File: config.mk
export PLATFORM = sky130hd
export DESIGN_NAME = alu_exec_stage
export DESIGN_NICKNAME = d
export VERILOG_FILES = /design/src/rtl/alu_exec_stage_pkg.sv /design/src/rtl/alu_ctrl_decode.sv /design/src/rtl/alu_exec_stage.sv
export SDC_FILE = /design/constraint.sdc
export NUM_CORES = 1
export LEC_CHECK = 0
export ABC_AREA = 1
export CORE_ASPECT_RATIO = 1.75
export CORE_MARGIN = 1.5
export CORE_UTILIZATION = 52
export CTS_BUF_LIST = sky130_fd_sc_hd__clkbuf_8
export DETAILED_ROUTE_END_ITERATION = 8
export HOLD_SLACK_MARGIN = 0.12
export PLACE_DENSITY = 0.87
export SLEW_MARGIN = 5
export SYNTH_ARGS = -nofsm -noshare
export SYNTH_HDL_FRONTEND = slang
export SYNTH_SLANG_ARGS = --single-unit
File: constraint.sdc
create_clock -name clk -period 2.3 [get_ports clk]
set_input_delay 0.345 -clock clk [delete_from_list [all_inputs] [get_ports clk]]
set_output_delay 0.345 -clock clk [all_outputs]
set_load 0.03 [all_outputs]
File: src/rtl/alu_exec_stage_pkg.sv
// Shared definitions for the LEGv8 execute stage: word size, opcodes,
// ALUOp encodings and the 4-bit ALU operation codes.
package alu_exec_stage_pkg;

    localparam int WORD  = 64;
    localparam int CYCLE = 10;

    // 11-bit instruction opcodes, bits [31:21]; CBZ and B are padded with zeros
    localparam logic [10:0] OP_ADD  = 11'b10001011000;
    localparam logic [10:0] OP_SUB  = 11'b11001011000;
    localparam logic [10:0] OP_AND  = 11'b10001010000;
    localparam logic [10:0] OP_ORR  = 11'b10101010000;
    localparam logic [10:0] OP_LDUR = 11'b11111000010;
    localparam logic [10:0] OP_STUR = 11'b11111000000;
    localparam logic [10:0] OP_CBZ  = 11'b10110100000;
    localparam logic [10:0] OP_B    = 11'b00010100000;

    localparam logic [1:0] ALUOP_DTYPE  = 2'b00;
    localparam logic [1:0] ALUOP_BRANCH = 2'b01;
    localparam logic [1:0] ALUOP_RTYPE  = 2'b10;

    typedef enum logic [3:0] {
        ALU_AND   = 4'b0000,
        ALU_ORR   = 4'b0001,
        ALU_ADD   = 4'b0010,
        ALU_SUB   = 4'b0110,
        ALU_PASSB = 4'b0111,
        ALU_NOR   = 4'b1100,
        ALU_BAD   = 4'b1111
    } alu_ctrl_t;

endpackage

File: src/rtl/alu_ctrl_decode.sv
// Combinational ALU control: maps main-control ALUOp and the instruction
// opcode to a 4-bit ALU operation plus an illegal-encoding flag.
module alu_ctrl_decode
    import alu_exec_stage_pkg::*;
(
    input  logic [1:0]  alu_op,
    input  logic [10:0] opcode,
    output logic [3:0]  control,
    output logic        illegal
);

    always_comb begin
        control = ALU_BAD;
        illegal = 1'b0;
        unique case (alu_op)
            ALUOP_DTYPE:  control = ALU_ADD;
            ALUOP_BRANCH: control = ALU_PASSB;
            ALUOP_RTYPE: begin
                // only the full opcode selects an R-type op; anything else is flagged
                case (opcode)
                    OP_ADD:  control = ALU_ADD;
                    OP_SUB:  control = ALU_SUB;
                    OP_AND:  control = ALU_AND;
                    OP_ORR:  control = ALU_ORR;
                    default: begin
                        control = ALU_BAD;
                        illegal = 1'b1;
                    end
                endcase
            end
            default: begin
                control = ALU_BAD;
                illegal = 1'b1;
            end
        endcase
    end

endmodule

File: src/rtl/alu_exec_stage.sv
// LEGv8 execute stage: decodes the ALU operation, computes it and registers
// result, zero, illegal and valid for the next pipeline stage.
module alu_exec_stage
    import alu_exec_stage_pkg::*;
#(
    parameter int WIDTH = WORD
) (
    input  logic             clk,
    input  logic             reset,
    input  logic             valid_in,
    input  logic [1:0]       alu_op,
    input  logic [10:0]      opcode,
    input  logic [WIDTH-1:0] data_1,
    input  logic [WIDTH-1:0] data_2,
    output logic [3:0]       control,
    output logic [WIDTH-1:0] result,
    output logic             zero,
    output logic             illegal,
    output logic             valid_out
);

    // valid_in only qualifies the data; there is no ready and no stall, so
    // every cycle is accepted and valid_out is valid_in delayed by one clock.
    logic             dec_illegal;
    logic [WIDTH-1:0] alu_out;

    alu_ctrl_decode u_decode (
        .alu_op  (alu_op),
        .opcode  (opcode),
        .control (control),
        .illegal (dec_illegal)
    );

    always_comb begin
        alu_out = '0;
        case (control)
            ALU_AND:   alu_out = data_1 & data_2;
            ALU_ORR:   alu_out = data_1 | data_2;
            ALU_ADD:   alu_out = data_1 + data_2;
            ALU_SUB:   alu_out = data_1 - data_2;
            ALU_PASSB: alu_out = data_2;
            ALU_NOR:   alu_out = ~(data_1 | data_2);
            default:   alu_out = '0;
        endcase
    end

    always_ff @(posedge clk or posedge reset) begin
        if (reset) begin
            result    <= '0;
            zero      <= 1'b0;
            illegal   <= 1'b0;
            valid_out <= 1'b0;
        end else begin
            result    <= alu_out;
            zero      <= (alu_out == '0);
            illegal   <= dec_illegal;
            valid_out <= valid_in;
        end
    end

endmodule

==> results of run 1 <==
-- per-layer routing --
| metal | global-route usage, % | GRT overflow |
|---|---|---|
| met5 | 21.3 | 0 |
| met4 | 121 | 585 |
| met3 | 68.2 | 17 |
| met2 | 176 | 3660 |
| met1 | 87.8 | 40 |
-- cell families after synthesis --
group | synth area share [%]
AOI/OAI and AO/OA | 8.78
xor gates and xnor gates | 5.44
adders and majority gates | 7.10
buffers and inverters | 15.6
DFF | 14.1
and+or+nand+nor | 49.1
-- stage by stage --
step / cells / utilization (%) / worst slack (ps) / area, sq um
CTS: 3352 / 95.5 / -2010 / 21600
detailed placement: 3258 / 81.8 / -3390 / 18500
global placement: 3258 / 81.8 / -2970 / 18500
floorplan: 2288 / - / -1280 / 12400
-- repair_timing --
| item | 4_1_cts |
|---|---|
| setup buffers | 82 |
| endpoints found under the setup margin | 69 |
| hold endpoints to repair | 0 |
| gates resized for setup | 657 |
| pin swaps | 201 |
| cloned | 1 |
==> impl_summary.log, run 1 <==
[metrics] number of core rows: 73
[metrics] First Err: [ERROR GRT-0116] Global routing finished with congestion. Check the congestion regions in the DRC Viewer.
[metrics] CTS H-tree depth: 3
[metrics] last stage reached: 5_1_grt
[metrics] Async SR Flop Fraction: 100%
[metrics] number of top-level pins: around 220
[metrics] sum of net half-perimeters after detailed placement: about 58000 um
[metrics] via count of the first global-routing pass: approximately 30k
[metrics] Warnings, synthesis: 0
[metrics] PortBufs: about 210
[metrics] height of the die: between 200 and 250 um
[metrics] dominant cells by area after synthesis: sky130_fd_sc_hd__nand2_1 25%, sky130_fd_sc_hd__dfrtp_1 14%, sky130_fd_sc_hd__inv_1 14%, sky130_fd_sc_hd__nor2_1 11%, sky130_fd_sc_hd__ha_1 6.9%
[metrics] number of flip-flops and latches in the synthesized netlist: 67
[metrics] part of the Yosys area used for sequential elements: between 10 and 15%
[metrics] number of enable-type register cells in the synthesized netlist: 0
[metrics] global router's overall resource usage: 111%
[metrics] starting density of the core: 52.6%
[metrics] buffer type at the clock tree root: sky130_fd_sc_hd__clkbuf_8
[metrics] largest net degree at the start of global routing: 30
[metrics] cts bufs inserted: 9
[metrics] post-synthesis cell area: around 12000 sq um
[metrics] most used standard cells in the synthesized netlist: 805 x sky130_fd_sc_hd__nand2_1, 441 x sky130_fd_sc_hd__inv_1, 358 x sky130_fd_sc_hd__nor2_1, 130 x sky130_fd_sc_hd__nand3_1, 71 x sky130_fd_sc_hd__xor2_1
[metrics] syn_area_per_cell: 5.21 sq um
[metrics] RD Place Congestion: 1.28
[metrics] area share of the largest cell type after synthesis: 25.3%
[metrics] clock sink total: 67
[metrics] cell with the most instances after synthesis: sky130_fd_sc_hd__nand2_1
[metrics] overall overflow remaining after global route: approximately 4.3k
[metrics] dominant cell type by area after synthesis: sky130_fd_sc_hd__nand2_1
[metrics] hold buffer count at CTS: 0
[metrics] run status: did not finish
[metrics] synthesized netlist net count: approximately 2.5k
[metrics] Distinct cells, synth: 46
[metrics] global-route wire length before repair: 205000 um
[metrics] clock buffer depth: 2
[metrics] post-synthesis instance total: about 2.3k
[metrics] width of the chip: between 100 and 150 um
[metrics] Primary FF master, synth: sky130_fd_sc_hd__dfrtp_1
==> run 2, diff against run 1 <==
CORE_ASPECT_RATIO = unset   (was 1.75)
CORE_UTILIZATION = 37   (was 52)
CTS_BUF_LIST = unset   (was sky130_fd_sc_hd__clkbuf_8)
HOLD_SLACK_MARGIN = unset   (was 0.12)
PLACE_DENSITY = unset   (was 0.87)
PLACE_DENSITY_LB_ADDON = 0.15   (was unset)
==> run 2 against run 1 <==
Against the previous run:
- the flow now finishes, with violations (setup timing)
- synthesized cell count unchanged
- area after synthesis unchanged
==> impl_summary.log, run 2 <==
[metrics] slew margin rel.: 53.0%
[metrics] proportion of synthesized area in mux cells: 0% (unchanged)
[metrics] internal power consumption: between 5 and 6 mW
[metrics] sequential fraction of design power: ~14%
[metrics] slowest cell delay on critical path: approximately 480 ps
[metrics] adder and majority gate portion of the synthesized area: 7.10% (unchanged)
[metrics] final setup violating endpoints: 64
[metrics] number of max-slew violations in the final report: 0
[metrics] PortBufs: 214 (unchanged)
[metrics] time the worst path needs with I/O delays and setup: about 4300 ps
[metrics] number of top-level pins: 215 (unchanged)
[metrics] commonest cells after routing, fill and taps aside: 574 x sky130_fd_sc_hd__buf_4, 497 x sky130_fd_sc_hd__nand2_1, 361 x sky130_fd_sc_hd__inv_1
[metrics] Util after Layout: ~80%
[metrics] final routed wirelength across all metal layers: roughly 72000 um
[metrics] height of the die: 182 um (-10%)
[metrics] Pwr per Cell Area: 392 nW/um^2
[metrics] post-synthesis cell area: 11900 sq um (unchanged)
[metrics] cell with the most instances after synthesis: sky130_fd_sc_hd__nand2_1
[metrics] IR Drop Worst-Case VDD: approximately 0.4 mV
[metrics] dominant combinational cell family by area after synthesis: simple AND/OR/NAND/NOR gates
[metrics] routed wirelength normalized by instance count: 20.0 um
[metrics] switching share of power: a little under half
[metrics] Final TNS setup: -83590 ps
[metrics] sum of net half-perimeters after detailed placement: 54800 um (-5.3%)
[metrics] Primary FF master, synth: sky130_fd_sc_hd__dfrtp_1
[metrics] syn_area_per_cell: 5.21 sq um (unchanged)
[metrics] buffer type at the clock tree root: sky130_fd_sc_hd__clkbuf_16
[metrics] worst-case setup slack after placement: -3040 ps (+352 ps)
[metrics] critical path required time: between 2000 and 3000 ps
[metrics] post-synthesis instance total: 2288 (unchanged)
[metrics] Clk pwr share: roughly 15%
[metrics] TritonCTS clock tree: yes
[metrics] antenna violations before repair: 2
[metrics] number of flip-flops and latches in the synthesized netlist: 67 (unchanged)
[metrics] Final Instance Count excl. Fillers: about 3.6k
[metrics] RD Place Congestion: 1.09 (-15%)
[metrics] area growth from synthesis to layout: 108%
[metrics] Worst-path clk slew: approximately 60 ps
[metrics] sum of internal, switching and leakage power: around 10 mW
[metrics] largest net degree at the start of global routing: slightly below 70
[metrics] run status: finished, violations left
[metrics] violations in the final reports: setup timing
[metrics] overall overflow remaining after global route: 0
[metrics] most used standard cells in the synthesized netlist: 805 x sky130_fd_sc_hd__nand2_1, 441 x sky130_fd_sc_hd__inv_1, 358 x sky130_fd_sc_hd__nor2_1, 130 x sky130_fd_sc_hd__nand3_1, 71 x sky130_fd_sc_hd__xor2_1
[metrics] CP Max Fanout: 5
[metrics] fraction of synthesized cell area in xor and xnor cells: 5.44% (unchanged)
[metrics] fmax: ~0.23 GHz
[metrics] Net Switching: between 4 and 5 mW
[metrics] placed standard-cell area: 19400 sq um (+4.8%)
[metrics] hold buffer count at CTS: 0 (unchanged)
[metrics] Warnings, synthesis: 0 (unchanged)
[metrics] width of the chip: 182 um (+55%)
[metrics] final hold vios: 0
[metrics] Async SR Flop Fraction: 100% (unchanged)
[metrics] final instance area: ~25000 sq um
[metrics] post-synthesis simple-gate area fraction: 49.1% (unchanged)
[metrics] part of the Yosys area used for sequential elements: 14.1% (unchanged)
[metrics] dominant cell type by area after synthesis: sky130_fd_sc_hd__nand2_1
[metrics] actual transition at the worst max-transition pin: roughly 700 ps
[metrics] count of vias placed by the detailed router: roughly 19k
[metrics] Largest register FFs: 64
[metrics] clock buffer depth: 2 (unchanged)
[metrics] dominant cells by area after synthesis: sky130_fd_sc_hd__nand2_1 25%, sky130_fd_sc_hd__dfrtp_1 14%, sky130_fd_sc_hd__inv_1 14%, sky130_fd_sc_hd__nor2_1 11%, sky130_fd_sc_hd__ha_1 6.9%
[metrics] type of the setup path with the least slack: input pin to register
[metrics] power share of the combinational group: between 70% and 80%
[metrics] Post-layout nets: ~3.4k
[metrics] cts bufs inserted: 9 (unchanged)
[metrics] fraction of layout cells with a size suffix above 1: approximately half
[metrics] Final WS setup: -1970 ps
[metrics] Distinct cells, synth: 46 (unchanged)
[metrics] number of enable-type register cells in the synthesized netlist: 0 (unchanged)
[metrics] synthesized netlist net count: 2499 (unchanged)
[metrics] period utilization: 186%
[metrics] placed cell count: 3455 (+6.0%)
[metrics] number of detailed-routing iterations run before antenna repair: 5
[metrics] starting density of the core: 37.7% (-15 points)
[metrics] clock sink total: 67 (unchanged)
[metrics] First DRT Iteration DRCs: around 2.1k
[metrics] data arrival time of the critical path: about 4500 ps
[metrics] complex-gate fraction of the synthesized area: 8.78% (unchanged)
[metrics] type of element launching the critical path: input pin
[metrics] register ranked first by flip-flop count: result
[metrics] unrepaired setup endpoints after global routing: true
[metrics] Remaining DRCs: 0
[metrics] average vias per placed instance: roughly 5.3
[metrics] fill cell count: between 2k and 2.5k
[metrics] area of the core: 31600 sq um
[metrics] commonest non-fill, non-tap cell in the layout: sky130_fd_sc_hd__buf_4
[metrics] kind of end point of the critical path: register
[metrics] class of the tightest hold or removal check: input pin to async pin
[metrics] global router's overall resource usage: about 40%
[metrics] global-route wire length before repair: around 100000 um
[metrics] cell type with the highest occurrence count on the critical path: sky130_fd_sc_hd__buf_4
[metrics] area share of the largest cell type after synthesis: 25.3% (unchanged)
[metrics] hold_ws: between 400 and 500 ps
[metrics] number of max-cap violations: 0
[metrics] via count of the first global-routing pass: approximately 17k
[metrics] antenna-violating nets left: 0
[metrics] Critical-path top delay cell: sky130_fd_sc_hd__clkdlybuf4s50_1
[metrics] Die Outline Area: 33300 sq um
[metrics] number of core rows: 65 (-11%)
[metrics] LEAKAGE: 12.7 nW
[metrics] CTS H-tree depth: 3 (unchanged)
run 2: cell counts after synthesis:
Identical to the previous run, type by type.
run 2: power by group through the flow:
| stage | Combinational [mW] | Clock, mW | Sequential, mW |
|---|---|---|---|
| 2_1_floorplan | 2.05 | 0 | 1.62 |
| 3_3_place_gp | 4.92 | 0 | 1.35 |
| 3_5_place_dp | 4.96 | 0 | 1.36 |
| 4_1_cts | 5.88 | 1.53 | 1.34 |
| 5_1_grt | 7.22 | 1.58 | 1.35 |
| 6_report | 6.88 | 1.50 | 1.34 |
run 2: metal layers:
metal | up-vias | track usage, % | wire length [um]
li1 | 8748 | - | -
met1 | 8868 | 57.2 | 29700
met2 | 1214 | 59.6 | 30400
met3 | 203 | 9.48 | 8920
met4 | 2 | 10.2 | 2550
met5 | - | 0 | 12
run 2: critical path: cells and delay by family:
family          cells  cell delay [ps]
fa+ha+maj           1              170
buf+inv             9             1640
compound gates      2              220
xor+xnor            1              250
simple gates       17             1860
run 2: final timing paths:
path | from | endpoint | slack [ps]
min in group clk | valid_in | valid_out | 480
hold / removal | reset | result[56] | 410
max in group asynchronous | reset | result[5] | 1600
setup / recovery | data_2[34] | zero | -1970
run 2: cell type report:
cell class	instances	area (sq um)	area share (%)
Sequential cell	67	1680	6.76
Clock inverter	5	83.8	0.338
Antenna cell	1	2.50	0.0101
Timing Repair Buffer	908	7900	31.8
Multi-Input combinational cell	1735	12600	51.0
Inverter	450	1750	7.04
Tap cell	402	503	2.03
Clock buffer	11	253	1.02
run 2: cell families (layout without fill, tap and decap cells):
family,after synthesis,after routing
compound gates,182,182
xor+xnor,74,74
fa+ha+maj,67,67
buf+inv,486,1374
flops,67,67
other cells,0,1
simple gates,1412,1412
run 2: repair_timing:
action | CTS | global route
pin swaps | 262 | 277
endpoints found under the setup margin | 69 | 65
buffers inserted | 76 | 65
resized for setup | 726 | 461
cloned | 1 | 0
Note: power is estimated with default switching activity, not from simulation.
